[config.mk]
export PLATFORM = sky130hd
export DESIGN_NAME = mem_stage
export DESIGN_NICKNAME = d
export VERILOG_FILES = /design/src/rtl/mem_stage.sv
export SDC_FILE = /design/constraint.sdc
export NUM_CORES = 1
export LEC_CHECK = 0
export ABC_AREA = 1
export BUFFER_PORTS_ARGS = -buffer_cell sky130_fd_sc_hd__buf_4
export CAP_MARGIN = 20
export CORE_MARGIN = 1
export CORE_UTILIZATION = 40
export DETAILED_ROUTE_END_ITERATION = 16
export GPL_ROUTABILITY_DRIVEN = 0
export GPL_TIMING_DRIVEN = 0
export PLACE_DENSITY = 0.74
export SYNTH_ARGS = -nofsm -noshare
export SYNTH_HDL_FRONTEND = slang
export SYNTH_SLANG_ARGS = --single-unit
[constraint.sdc]
create_clock -name clk -period 2.4 [get_ports clk]
set_clock_uncertainty 0.05 [all_clocks]
set_input_delay 0.48 -clock clk [delete_from_list [all_inputs] [get_ports clk]]
set_output_delay 0.48 -clock clk [all_outputs]
set_load 0.01 [all_outputs]
[src/rtl/mem_stage.sv]
// Memory-access / writeback stage: data-cache load/store handshake, store lane
// formatting, load alignment/extension and the registered register-file write port.
module mem_stage (
    input  logic        clk,
    input  logic        rst,
    input  logic        in_valid,
    input  logic        mem_rr,
    input  logic        mem_we,
    input  logic        reg_we,
    input  logic [2:0]  funct3,
    input  logic [4:0]  rd,
    input  logic [31:0] alu_result,
    input  logic [31:0] store_data,
    output logic        dcache_req_valid,
    input  logic        dcache_req_ready,
    output logic [31:0] dcache_addr,
    output logic [3:0]  dcache_we,
    output logic [31:0] dcache_din,
    input  logic        dcache_resp_valid,
    input  logic [31:0] dcache_dout,
    output logic        stall,
    output logic        wb_we,
    output logic [4:0]  wb_rd,
    output logic [31:0] wb_data,
    output logic        misaligned
);

    typedef enum logic {S_IDLE, S_RESP} state_t;

    state_t      r_state;
    logic [1:0]  r_off;
    logic [2:0]  r_funct3;
    logic [4:0]  r_rd;
    logic        r_reg_we;

    logic        w_idle;
    logic        w_mem_req;
    logic        w_mis;
    logic        w_mem_op;

    // funct3[1:0] selects the size (00 byte, 01 half, anything else word); funct3[2] means unsigned.
    function automatic logic f_misaligned(input logic [2:0] f3, input logic [1:0] o);
        case (f3[1:0])
            2'b00:   return 1'b0;
            2'b01:   return o[0];
            default: return (o != 2'b00);
        endcase
    endfunction

    function automatic logic [3:0] f_store_we(input logic [2:0] f3, input logic [1:0] o);
        case (f3[1:0])
            2'b00:   return 4'b0001 << o;
            2'b01:   return 4'b0011 << o;
            default: return 4'b1111;
        endcase
    endfunction

    function automatic logic [31:0] f_store_din(input logic [2:0] f3, input logic [31:0] sd);
        case (f3[1:0])
            2'b00:   return {4{sd[7:0]}};
            2'b01:   return {2{sd[15:0]}};
            default: return sd;
        endcase
    endfunction

    function automatic logic [31:0] f_load_extract(input logic [31:0] dout, input logic [1:0] o,
                                                   input logic [2:0] f3);
        logic [31:0] w;
        w = dout >> {o, 3'b000};
        case (f3[1:0])
            2'b00:   return f3[2] ? {24'b0, w[7:0]}   : {{24{w[7]}}, w[7:0]};
            2'b01:   return f3[2] ? {16'b0, w[15:0]}  : {{16{w[15]}}, w[15:0]};
            default: return dout;
        endcase
    endfunction

    assign w_idle    = (r_state == S_IDLE);
    assign w_mem_req = in_valid & (mem_rr | mem_we);
    assign w_mis     = f_misaligned(funct3, alu_result[1:0]);
    assign w_mem_op  = w_mem_req & ~w_mis;

    // Combinational handshake; forced quiet while reset is held.
    assign dcache_req_valid = ~rst & w_idle & w_mem_op;
    assign stall = ~rst & ((w_idle & w_mem_op & (~dcache_req_ready | mem_rr)) |
                           (~w_idle & ~dcache_resp_valid));

    assign dcache_addr = {alu_result[31:2], 2'b00};
    assign dcache_we   = (mem_we & ~mem_rr) ? f_store_we(funct3, alu_result[1:0]) : 4'b0000;
    assign dcache_din  = f_store_din(funct3, store_data);

    always_ff @(posedge clk) begin
        if (rst) begin
            r_state    <= S_IDLE;
            wb_we      <= 1'b0;
            wb_rd      <= 5'd0;
            wb_data    <= 32'd0;
            misaligned <= 1'b0;
        end else begin
            wb_we      <= 1'b0;
            misaligned <= 1'b0;
            if (r_state == S_IDLE) begin
                if (w_mem_req & w_mis) begin
                    misaligned <= 1'b1;
                end else if (w_mem_op) begin
                    // Loads keep their own copy of address/format/rd; upstream moves on after accept.
                    if (dcache_req_ready & mem_rr) begin
                        r_state  <= S_RESP;
                        r_off    <= alu_result[1:0];
                        r_funct3 <= funct3;
                        r_rd     <= rd;
                        r_reg_we <= reg_we;
                    end
                end else if (in_valid & reg_we & (rd != 5'd0)) begin
                    wb_we   <= 1'b1;
                    wb_rd   <= rd;
                    wb_data <= alu_result;
                end
            end else begin
                if (dcache_resp_valid) begin
                    r_state <= S_IDLE;
                    if (r_reg_we & (r_rd != 5'd0)) begin
                        wb_we   <= 1'b1;
                        wb_rd   <= r_rd;
                        wb_data <= f_load_extract(dcache_dout, r_off, r_funct3);
                    end
                end
            end
        end
    end

endmodule

==> flow_summary.rst, run 1 <==
.. list-table::
   :header-rows: 1

   * - Metric
     - Value
   * - Ys flop type
     - dfxtp_1
   * - Die Y-Extent
     - about 100 µm
   * - Period Utilization, post-route
     - 93.94%
   * - Horizontal die dimension
     - 99.44 µm
   * - Type of element launching the critical path
     - input port
   * - Uppermost signal routing layer after detailed routing
     - met4
   * - Aggregate negative setup slack
     - 0 ns
   * - Starting density of the core
     - 41.29%
   * - Cell taking the most area after synthesis
     - dfxtp_1
   * - Clock tree from TritonCTS
     - built
   * - Count of endpoints failing setup in the final report
     - 0
   * - Hold path startpoint
     - reg_we
   * - Overflow after GRT
     - 0
   * - Share of synthesized registers carrying an async set or reset
     - 0%
   * - Kind of capture point of the worst setup path
     - primary output
   * - Power share of the sequential group
     - 39.1%
   * - Root Driver
     - clkbuf_8
   * - Largest cells by area after synthesis
     - dfxtp_1 (21%), nand2_1 (15%), a21oi_1 (8.7%)
   * - Worst hold endpoint
     - r_reg_we$_DFFE_PP_
   * - Number of iterations in the first detailed-routing pass
     - 5
   * - Antenna-violating nets left
     - 0
   * - Seq/Total Area, Yosys
     - 29.79%
   * - Die Outline Area
     - 9887 µm²
   * - Insertion delay of the later-clocked pin in the worst-skew pair
     - 0.32 ns
   * - Core area
     - 9196 µm²
   * - Number of warning messages in the yosys log
     - 0
   * - Storage cell area
     - around 1100 µm²
   * - M1 wire length
     - approximately 5300 µm
   * - Quantity of I/O buffers inserted on ports
     - around 220
   * - Actual slew at the worst max-slew pin
     - 0.5653 ns
   * - Syn Std Cell Area
     - 3797 µm²
   * - Max-cap violations
     - 0
   * - Layout-stage area growth over the synthesis result
     - 50.35%
   * - Estimated wirelength of the detail-placed design
     - 11280 µm
   * - Site row count
     - 35
   * - Total of flip-flops plus latches after synthesis
     - 51
   * - Maximum ir drop on the vdd rail
     - roughly 0.25 mV
   * - Pin count of the biggest net entering global routing
     - 18
   * - Highest fanout seen on the critical path
     - 10
   * - R2R cell count
     - 9
   * - Total CTS buffers
     - 5
   * - Vias in the first global route
     - 4358
   * - Endpoint of the worst-slack reg-to-reg timing path
     - wb_data[9]$_SDFFE_PP0P_
   * - Setup repair after global routing missed its margin
     - no
   * - Amount of wire on met3 after detailed routing
     - ~1100 µm
   * - Count of pins on the block boundary
     - 221
   * - Worst hold margin
     - 0.2825 ns
   * - Total wire length after detailed routing
     - 13770 µm
   * - Share of the synthesized area in the top cell type
     - 21.09%
   * - Mean instance size in the synthesized netlist
     - 6.491 µm²
   * - Static leakage
     - 2.975 nW
   * - Post-synth EDFFs
     - 11
   * - Number of antenna violations at the first check in global routing
     - 0
   * - Required time of the worst setup path
     - between 1.5 and 2 ns
   * - Area occupied by multi-input gates
     - between 1500 and 2000 µm²
   * - Fraction of power spent switching nets
     - about 28%
   * - Top cells by instance count after synthesis
     - nand2_1 (156), a21oi_1 (66), o21ai_0 (46), inv_1 (44), buf_4 (43)
   * - Final Instance Count excl. Fillers
     - 921
   * - Worst hold stages
     - 1
   * - Result of the run
     - complete, no violations
   * - Placed cell count
     - a little over 900
   * - Pwr/cell area
     - approximately 410 nW/µm²
   * - Cell with the most instances after synthesis
     - nand2_1
   * - Number of standard cells after synthesis
     - 585
   * - H-tree level count
     - 2
   * - Vias after detailed routing
     - 4674
   * - Wirelength per Cell
     - 14.95 µm
   * - Max-slew violation total from the final report
     - 0
   * - Clock slew seen by the registers of the worst setup and hold paths
     - ~0.1 ns
   * - Wire length of the first global-routing pass
     - about 21000 µm
   * - Share of final-layout standard cells stronger than drive strength 1
     - 39.75%
   * - Filler cell count in the final layout
     - 870
   * - Setup slack on the worst flop-to-flop path
     - 0.65 ns
   * - Post-cts hold buffer count
     - 0
   * - Number of nets at the end of the flow
     - 921
   * - Crit Reg-Reg Startpoint
     - r_off[0]$_DFFE_PP_
   * - Pint
     - between 1.5 and 2 mW
   * - Initial drt markers
     - 229
   * - Final Critical Period
     - 2.255 ns
   * - Total met2 wirelength after detailed routing
     - 6914 µm
   * - Cell area reported after detailed placement
     - about 5600 µm²
   * - Max Fclk
     - 0.4435 GHz
   * - Clock power frac
     - 32.4%
   * - Combined global-route utilization of all metal layers
     - around 27%
   * - Max transition margin
     - 62.27%
   * - Startpoint-to-endpoint class of the critical path
     - in2out
   * - Yosys cell types
     - 33
   * - Vias per cell
     - 5.075
   * - Worst endpoint data arrival time
     - 1.72 ns
   * - Reported net switching power
     - roughly 0.66 mW
   * - Endpoints failing hold
     - 0
   * - Cell area after layout
     - around 5700 µm²
   * - Classification of the worst-slack hold path
     - in2reg
   * - Ant diodes
     - 0
   * - Post-detailed-route DRC marker count
     - 0
   * - Num Clock Sinks
     - 51
   * - Combinational group share of total power
     - between 20% and 30%
   * - Maximum buffer depth of the clock tree
     - 2
## stage by stage
step	power (mW)	worst slack, ns	utilization (%)
5_1_grt	2.431	0.06325	62.08
2_1_floorplan	1.224	0.4725	-
3_5_place_dp	1.595	-0.02962	60.56
3_3_place_gp	1.586	0.04406	60.56
4_1_cts	2.343	0.0004790	62.08
6_report	2.338	0.1454	62.08
## power by group through the flow
stage	clock network, mW	logic [mW]	registers, mW
2_1_floorplan	0	0.279	0.945
3_3_place_gp	0	0.653	0.934
3_5_place_dp	0	0.661	0.934
4_1_cts	0.764	0.664	0.915
5_1_grt	0.793	0.719	0.919
6_report	0.757	0.665	0.915
## critical path, cell delays in order
cell and delay, ns:
buf_4 0.13, nor2_1 0.34, clkbuf_2 0.30, nand2_1 0.10
o21ai_0 0.18, buf_4 0.20
## flip-flops by register name, indices dropped and copies added, names as in the netlist
| register | cells |
|---|---|
| wb_data | 32 |
| r_rd | 5 |
| wb_rd | 5 |
| r_funct3 | 3 |
| r_off | 2 |
| misaligned | 1 |
| r_reg_we | 1 |
| r_state | 1 |
| wb_we | 1 |
## routing by layer
| layer | track usage [%] | vias up |
|---|---|---|
| met2 | 51.01 | 239 |
| met3 | 5.200 | 29 |
| li1 | - | 2318 |
| met4 | 9.729 | 0 |
| met5 | 0 | - |
| met1 | 31.15 | 2088 |
## worst max-delay path by stage
stage / start / to / slack [ns] / depth (start not counted)
4_1_cts: r_state$_SDFF_PP0_ / stall / 0.0005 / 6
5_1_grt: funct3[1] / dcache_din[13] / 0.06 / 6
6_report: funct3[1] / dcache_din[13] / 0.15 / 6
3_5_place_dp: alu_result[0] / r_funct3[0]$_DFFE_PP_ / -0.03 / 6
2_1_floorplan: alu_result[0] / r_funct3[0]$_DFFE_PP_ / 0.47 / 5
3_3_place_gp: alu_result[0] / r_funct3[0]$_DFFE_PP_ / 0.04 / 6
## logic make-up after synthesis
family | count (synthesis) | synth area share [%]
simple gates | 262 | 30.41
compound gates | 145 | 21.42
buf+inv | 126 | 18.29
flops | 51 | 29.79
other cells | 1 | 0.09875
## layout by cell type, fill, tap and decap left out, drive strengths merged
cell type  count
inv           49
conb           2
nor3b          1
clkinv         1
and3           1
nand3         43
or2           17
nor2          39
clkbuf        21
o211ai        28
nand4          1
buf          277
dfxtp         40
o21ai         47
nor4           1
nand2        159
o211a          2
a21oi         68
edfxtp        11
bufinv         2
## layout make-up
class                   count  area share (%)
well taps                 111           2.433
clock inverters             3           1.249
plain buffers              76           8.810
flip-flops and latches     51           19.81
clock buffers               5           1.205
inverters                  49           3.309
multi-input cells         409           34.65
repair buffers            217           28.53
## repair_timing
item | in CTS | in global routing
setup endpoints to repair | 0 | 15
buffers inserted | 0 | 0
gates resized for setup | 0 | 3
(Power assumes the default switching activity.)
==> run 2, diff against run 1 <==
- CORE_ASPECT_RATIO: default -> 0.9
==> flow_summary.rst, run 2 (synthesis results as in run 1) <==
.. list-table::
   :header-rows: 1

   * - Metric
     - Value
   * - Result of the run
     - complete, no violations
   * - Maximum ir drop on the vdd rail
     - 0.2353 mV
   * - Met1 Use GR
     - 32.03%
   * - Setup repair after global routing missed its margin
     - no
   * - Met2 demand-to-capacity share in global routing
     - around 50%
   * - Type of element launching the critical path
     - input port
   * - Storage cell area
     - 1131 µm²
   * - Starting density of the core
     - 41.43%
   * - Commonest cells after routing, fill and taps aside
     - buf_4 (260), nand2_1 (156), a21oi_1 (66)
   * - Ant diodes
     - 0
   * - Insertion delay of the later-clocked pin in the worst-skew pair
     - 0.32 ns
   * - Classification of the worst-slack hold path
     - in2reg
   * - Post-CTS setup buffer count
     - 0
   * - Clock tree from TritonCTS
     - built
   * - Vias after detailed routing
     - roughly 4700
   * - Fraction of power spent switching nets
     - a little under a third
   * - Pint
     - 1.470 mW
   * - Combinational group share of total power
     - 31.2%
   * - GRT met3 Usage
     - 6.211%
   * - Cell area reported after detailed placement
     - 5583 µm²
   * - Max Fclk
     - 0.4461 GHz
   * - Kind of capture point of the worst setup path
     - primary output
   * - H-tree level count
     - 2
   * - Count of endpoints failing setup in the final report
     - 0
   * - Busiest grt layer
     - met2
   * - Post-detailed-route DRC marker count
     - 0
   * - Vias in the first global route
     - 4327
   * - Site row count
     - 33
   * - Root Driver
     - clkbuf_8
   * - Endpoints failing hold
     - 0
   * - Clock power frac
     - roughly a quarter
   * - Total wire length after detailed routing
     - 13530 µm
   * - Combined global-route utilization of all metal layers
     - 26.88%
   * - Highest fanout seen on the critical path
     - 10
   * - Most common cell after layout, fill and taps aside
     - buf_4
   * - Static leakage
     - 2.951 nW
   * - Horizontal die dimension
     - 104.7 µm
   * - Number of nets at the end of the flow
     - just over 900
   * - Power share of the sequential group
     - between 40% and 50%
   * - Startpoint-to-endpoint class of the critical path
     - in2out
   * - Period Utilization, post-route
     - 93.40%
   * - Max transition margin
     - 37.47%
   * - Pwr/cell area
     - between 300 and 400 nW/µm²
   * - Number of iterations in the first detailed-routing pass
     - 7
   * - Max reg flops
     - 32
   * - Layout-stage area growth over the synthesis result
     - 49.42%
   * - Wirelength per Cell
     - about 15 µm
   * - Die Y-Extent
     - approximately 94 µm
   * - Area occupied by multi-input gates
     - 1976 µm²
   * - Antenna-violating nets left
     - 0
   * - Vias per cell
     - 5.060
   * - Reported net switching power
     - about 0.65 mW
   * - Number of antenna violations at the first check in global routing
     - 0
   * - Share of final-layout standard cells stronger than drive strength 1
     - 39.51%
   * - Wire length of the first global-routing pass
     - approximately 21000 µm
   * - Pin count of the biggest net entering global routing
     - 19
   * - Required time of the worst setup path
     - 1.87 ns
   * - Initial drt markers
     - 280
   * - Largest registers
     - wb_data (32), r_rd (5), wb_rd (5)
   * - Die Outline Area
     - 9888 µm²
   * - Estimated wirelength of the detail-placed design
     - 11030 µm
   * - Cell area after layout
     - around 5700 µm²
   * - Register with the most flip-flops
     - wb_data
   * - Worst endpoint data arrival time
     - approximately 1.7 ns
   * - Quantity of I/O buffers inserted on ports
     - 217
   * - Num Clock Sinks
     - 51
   * - Count of pins on the block boundary
     - 221
   * - Max-slew violation total from the final report
     - 0
   * - Max-cap violations
     - 0
   * - Final Critical Period
     - 2.242 ns
   * - Maximum buffer depth of the clock tree
     - 2
   * - Filler cell count in the final layout
     - 883
   * - Total CTS buffers
     - 5
   * - Actual slew at the worst max-slew pin
     - 0.9345 ns
   * - Clock slew seen by the registers of the worst setup and hold paths
     - 0.11 ns
   * - Post-layout total power
     - 2.121 mW
   * - Core area
     - 9166 µm²
   * - Overflow after GRT
     - 0
[run 2: timing repair]
item / in CTS / in global routing
hold buffers: 0 / 0
resized for setup: 0 / 0
endpoints found under the setup margin: 0 / 12
[run 2: power by group through the flow]
stage	logic [mW]	clock network, mW	registers (mW)
after global placement	0.650	0	0.934
after detailed placement	0.658	0	0.935
after global routing	0.721	0.578	0.919
after floorplan	0.279	0	0.945
after CTS	0.661	0.552	0.915
final	0.662	0.544	0.915
[run 2: per-stage QoR]
stage / hold WS, ns / utilization [%] / setup TNS (ns) / instances / worst slack [ns]
after global routing: 0.2774 / 61.90 / 0 / 932 / 0.003727
after detailed placement: 0.4138 / 60.91 / -0.1429 / 925 / -0.01310
after global placement: 0.4073 / 60.91 / 0 / 925 / 0.04165
after floorplan: 0.4374 / - / 0 / 586 / 0.4725
final: 0.2835 / 61.90 / 0 / 932 / 0.1584
after CTS: 0.2797 / 61.94 / 0 / 933 / 0.01970
[run 2: final cells by class]
| class | count | area share, % |
|---|---|---|
| multi-input cells | 409 | 34.82 |
| repair buffers | 217 | 28.71 |
| flip-flops and latches | 51 | 19.93 |
| plain buffers | 76 | 8.842 |
| inverters | 49 | 3.330 |
| well taps | 122 | 2.690 |
| clock buffers | 5 | 1.213 |
| clock inverters | 3 | 0.4631 |
[run 2: worst max-delay path: stages]
cell	delay, ns
buf_4	0.13
nor2_1	0.32
clkbuf_1	0.37
nand2_1	0.12
o21ai_0	0.13
buf_4	0.17
[run 2: path summary, 6_finish.rpt]
kind | from | endpoint | slack, ns | cells past startpoint
hold / removal | rd[1] | r_rd[1]$_DFFE_PP_ | 0.28 | 1
setup reg to reg | r_state$_SDFF_PP0_ | r_off[1]$_DFFE_PP_ | 0.45 | 4
setup / recovery | funct3[1] | dcache_din[14] | 0.16 | 6
hold reg to reg | wb_data[13]$_SDFFE_PP0P_ | wb_data[13]$_SDFFE_PP0P_ | 0.43 | 2
[run 2: routing by layer]
layer | vias to the layer above | part of all wire, % | wire [µm]
met4 | 0 | 1.3 | 176
met1 | 2134 | 40 | 5373
met5 | - | 0 | 0
met3 | 19 | 9.3 | 1262
li1 | 2318 | - | -
met2 | 245 | 50 | 6714
==> run 3, diff against run 2 <==
- ABC_AREA: 1 -> 0
- PLACE_DENSITY: 0.74 -> 0.76
==> flow_summary.rst, run 3 <==
.. list-table::
   :header-rows: 1

   * - Metric
     - Value
   * - Most common cell after layout, fill and taps aside
     - buf_4
   * - Die Y-Extent
     - 89.96 µm
   * - Hold path startpoint
     - funct3[2]
   * - Total wire length after detailed routing
     - 12020 µm
   * - Share of synthesized registers carrying an async set or reset
     - 0%
   * - Highest fanout seen on the critical path
     - 13
   * - Quantity of I/O buffers inserted on ports
     - 217
   * - Antenna-violating nets left
     - 0
   * - Pwr/cell area
     - 388.7 nW/µm²
   * - Reported net switching power
     - 0.5949 mW
   * - Met2 demand-to-capacity share in global routing
     - between 40% and 50%
   * - Overflow after GRT
     - 0
   * - Endpoints failing hold
     - 0
   * - Commonest cells after routing, fill and taps aside
     - buf_4 (257), nand2_1 (43), dfxtp_1 (40)
   * - Ys flop type
     - dfxtp_1
   * - Horizontal die dimension
     - 99.73 µm
   * - Final Critical Period
     - 2.217 ns
   * - Vias after detailed routing
     - between 3000 and 4000
   * - Cell area after layout
     - 5316 µm²
   * - Die Outline Area
     - 8971 µm²
   * - Wirelength per Cell
     - roughly 17 µm
   * - Num Clock Sinks
     - 51
   * - Maximum buffer depth of the clock tree
     - 2
   * - Vias in the first global route
     - 3743
   * - Classification of the worst-slack hold path
     - in2reg
   * - Insertion delay of the later-clocked pin in the worst-skew pair
     - 0.31 ns
   * - Layout-stage area growth over the synthesis result
     - 54.62%
   * - Max Fclk
     - approximately 0.45 GHz
   * - Count of pins on the block boundary
     - 221
   * - Startpoint-to-endpoint class of the critical path
     - reg2out
   * - Maximum ir drop on the vdd rail
     - 0.2606 mV
   * - Estimated wirelength of the detail-placed design
     - 9949 µm
   * - Post-cts hold buffer count
     - 0
   * - Pre-CTS setup slack
     - -0.1175 ns
   * - Largest registers
     - wb_data (32), r_rd (5), wb_rd (5)
   * - Share of cell area taken by muxes after synthesis
     - 12.77%
   * - Pin count of the biggest net entering global routing
     - 19
   * - Fraction of power spent switching nets
     - 28.79%
   * - Post-detailed-route DRC marker count
     - 0
   * - Placed cell count
     - 720
   * - Final Instance Count excl. Fillers
     - roughly 730
   * - Compound-Gate Fraction of Synth Area
     - 24.93%
   * - Count of buffer and inverter cells on the critical path
     - 1
   * - Busiest grt layer
     - met2
   * - Pint
     - 1.471 mW
   * - Period Utilization, post-route
     - 92.38%
   * - Post-layout total power
     - 2.066 mW
   * - Count of endpoints failing setup in the final report
     - 0
   * - Cell area reported after detailed placement
     - 5215 µm²
   * - Register with the most flip-flops
     - wb_data
   * - Largest cells by area after synthesis
     - dfxtp_1 (23%), edfxtp_1 (9.6%), buf_4 (8.7%)
   * - Slowest CP cell
     - dfxtp_1
   * - Setup crit start
     - r_state$_SDFF_PP0_
   * - H-tree level count
     - 2
   * - Cell taking the most area after synthesis
     - dfxtp_1
   * - Mean instance size in the synthesized netlist
     - 8.884 µm²
   * - Simple-gate share of the synthesized area
     - about 16%
   * - Number of nets at the end of the flow
     - roughly 720
   * - Worst endpoint data arrival time
     - around 1.7 ns
   * - Site row count
     - 31
   * - Max-cap violations
     - 0
   * - Root Driver
     - clkbuf_8
   * - Post-synth EDFFs
     - 11
   * - XOR/XNOR Fraction of Synth Area
     - 0%
   * - Share of final-layout standard cells stronger than drive strength 1
     - 54.17%
   * - Total of flip-flops plus latches after synthesis
     - 51
   * - Max reg flops
     - 32
   * - Critical-path cell list
     - nand2b_1 > nor4_2 > o21ai_0 > nand2_1 > buf_4
   * - Type of element launching the critical path
     - flip-flop
   * - Setup repair after global routing missed its margin
     - no
   * - Cell with the most instances after synthesis
     - nand2_1
   * - Max-slew violation total from the final report
     - 0
   * - Total CTS buffers
     - 5
   * - Adder-Cell Fraction of Synth Area
     - 0%
   * - Core area
     - 8184 µm²
   * - Number of warning messages in the yosys log
     - 0
   * - Number of standard cells after synthesis
     - ~390
   * - Max transition margin
     - between 50% and 60%
   * - Number of antenna violations at the first check in global routing
     - 0
   * - Clock slew seen by the registers of the worst setup and hold paths
     - 0.10 ns
   * - Initial drt markers
     - 156
   * - Static leakage
     - about 2.5 nW
   * - Combined global-route utilization of all metal layers
     - between 20% and 30%
   * - Stage delay of the slowest cell on the critical path
     - 0.48 ns
   * - Starting density of the core
     - 42.01%
   * - Share of the synthesized area in the top cell type
     - between 20% and 30%
   * - Number of iterations in the first detailed-routing pass
     - 5
   * - Power share of the sequential group
     - 44.0%
   * - Top cells by instance count after synthesis
     - nand2_1 (43), buf_4 (40), dfxtp_1 (40), nor2_1 (26), or2_2 (26)
   * - Kind of capture point of the worst setup path
     - primary output
   * - Vias per cell
     - 5.256
   * - Clock power frac
     - 25.8%
   * - Yosys cell types
     - 42
   * - Filler cell count in the final layout
     - approximately 700
   * - Combinational group share of total power
     - 30.2%
   * - GRT met3 Usage
     - 5.754%
   * - Result of the run
     - complete, no violations
   * - Dominant combinational cell family by area after synthesis
     - compound AO/OA/AOI/OAI gates
   * - Actual slew at the worst max-slew pin
     - around 0.68 ns
   * - Final Worst Setup Slack
     - 0.1830 ns
   * - Met1 Use GR
     - 29.00%
   * - Wire length of the first global-routing pass
     - 18350 µm
   * - Top delay family on crit path
     - simple AND/OR/NAND/NOR gates
   * - Ant diodes
     - 0
   * - Syn Std Cell Area
     - 3438 µm²
   * - Crit Reg-Reg Startpoint
     - r_off[0]$_DFFE_PP_
   * - Seq/Total Area, Yosys
     - approximately a third
   * - Required time of the worst setup path
     - 1.87 ns
   * - Clock tree from TritonCTS
     - built
## run 3: logic make-up (layout without fill, tap and decap cells)
group / Yosys count / count (layout)
multiplexers: 39 / 39
AND/OR/NAND/NOR: 110 / 110
other: 1 / 2
AO/OA/AOI/OAI: 110 / 110
flip-flops: 51 / 51
buffers and inverters: 76 / 299
## run 3: per-stage QoR
step,hold WS [ns],setup TNS (ns),utilization (%)
2_1_floorplan,0.4605,0,-
3_3_place_gp,0.3997,-1.022,63.72
3_5_place_dp,0.4072,-1.452,63.72
4_1_cts,0.2946,0,65.05
5_1_grt,0.2875,0,64.96
6_report,0.2978,0,64.96
## run 3: area by class of cell
class	instances	area, µm²	share of cell area, %
Sequential cell	51	1131	21.28
Clock inverter	3	28.78	0.5413
Buffer	68	446.7	8.402
Inverter	6	22.52	0.4236
Multi-Input combinational cell	261	1846	34.71
Clock buffer	5	68.82	1.294
Timing Repair Buffer	217	1629	30.64
Tap cell	115	143.9	2.707
## run 3: power by group through the flow
stage	Sequential [mW]	Clock, mW	Combinational [mW]
global route	0.912	0.579	0.669
finish	0.909	0.534	0.624
detailed placement	0.927	0	0.623
floorplan	0.934	0	0.266
global placement	0.927	0	0.614
CTS	0.908	0.541	0.627
## run 3: what timing repair did
item,in CTS,in global routing
buffers inserted,0,0
gates resized for setup,4,1
setup endpoints to repair,14,21
## run 3: routing by layer
layer,vias to the layer above,wire (µm)
li1,1823,-
met1,1768,4578
met2,202,6158
met3,23,1060
met4,0,222
met5,-,0
## run 3: worst paths after layout
kind | depth (start not counted) | slack [ns] | to
setup / recovery | 5 | 0.18 | stall
setup reg to reg | 6 | 0.21 | wb_data[12]$_SDFFE_PP0P_
hold / removal | 1 | 0.30 | r_funct3[2]$_DFFE_PP_
hold reg to reg | 1 | 0.43 | wb_data[23]$_SDFFE_PP0P_
## run 3: worst reg2reg max path, delay by kind of cell, from the launching register on
| family | cells | cell delay [ns] |
|---|---|---|
| flops | 1 | 0.47 |
| simple gates | 1 | 0.39 |
| buf+inv | 2 | 0.40 |
| compound gates | 3 | 0.83 |
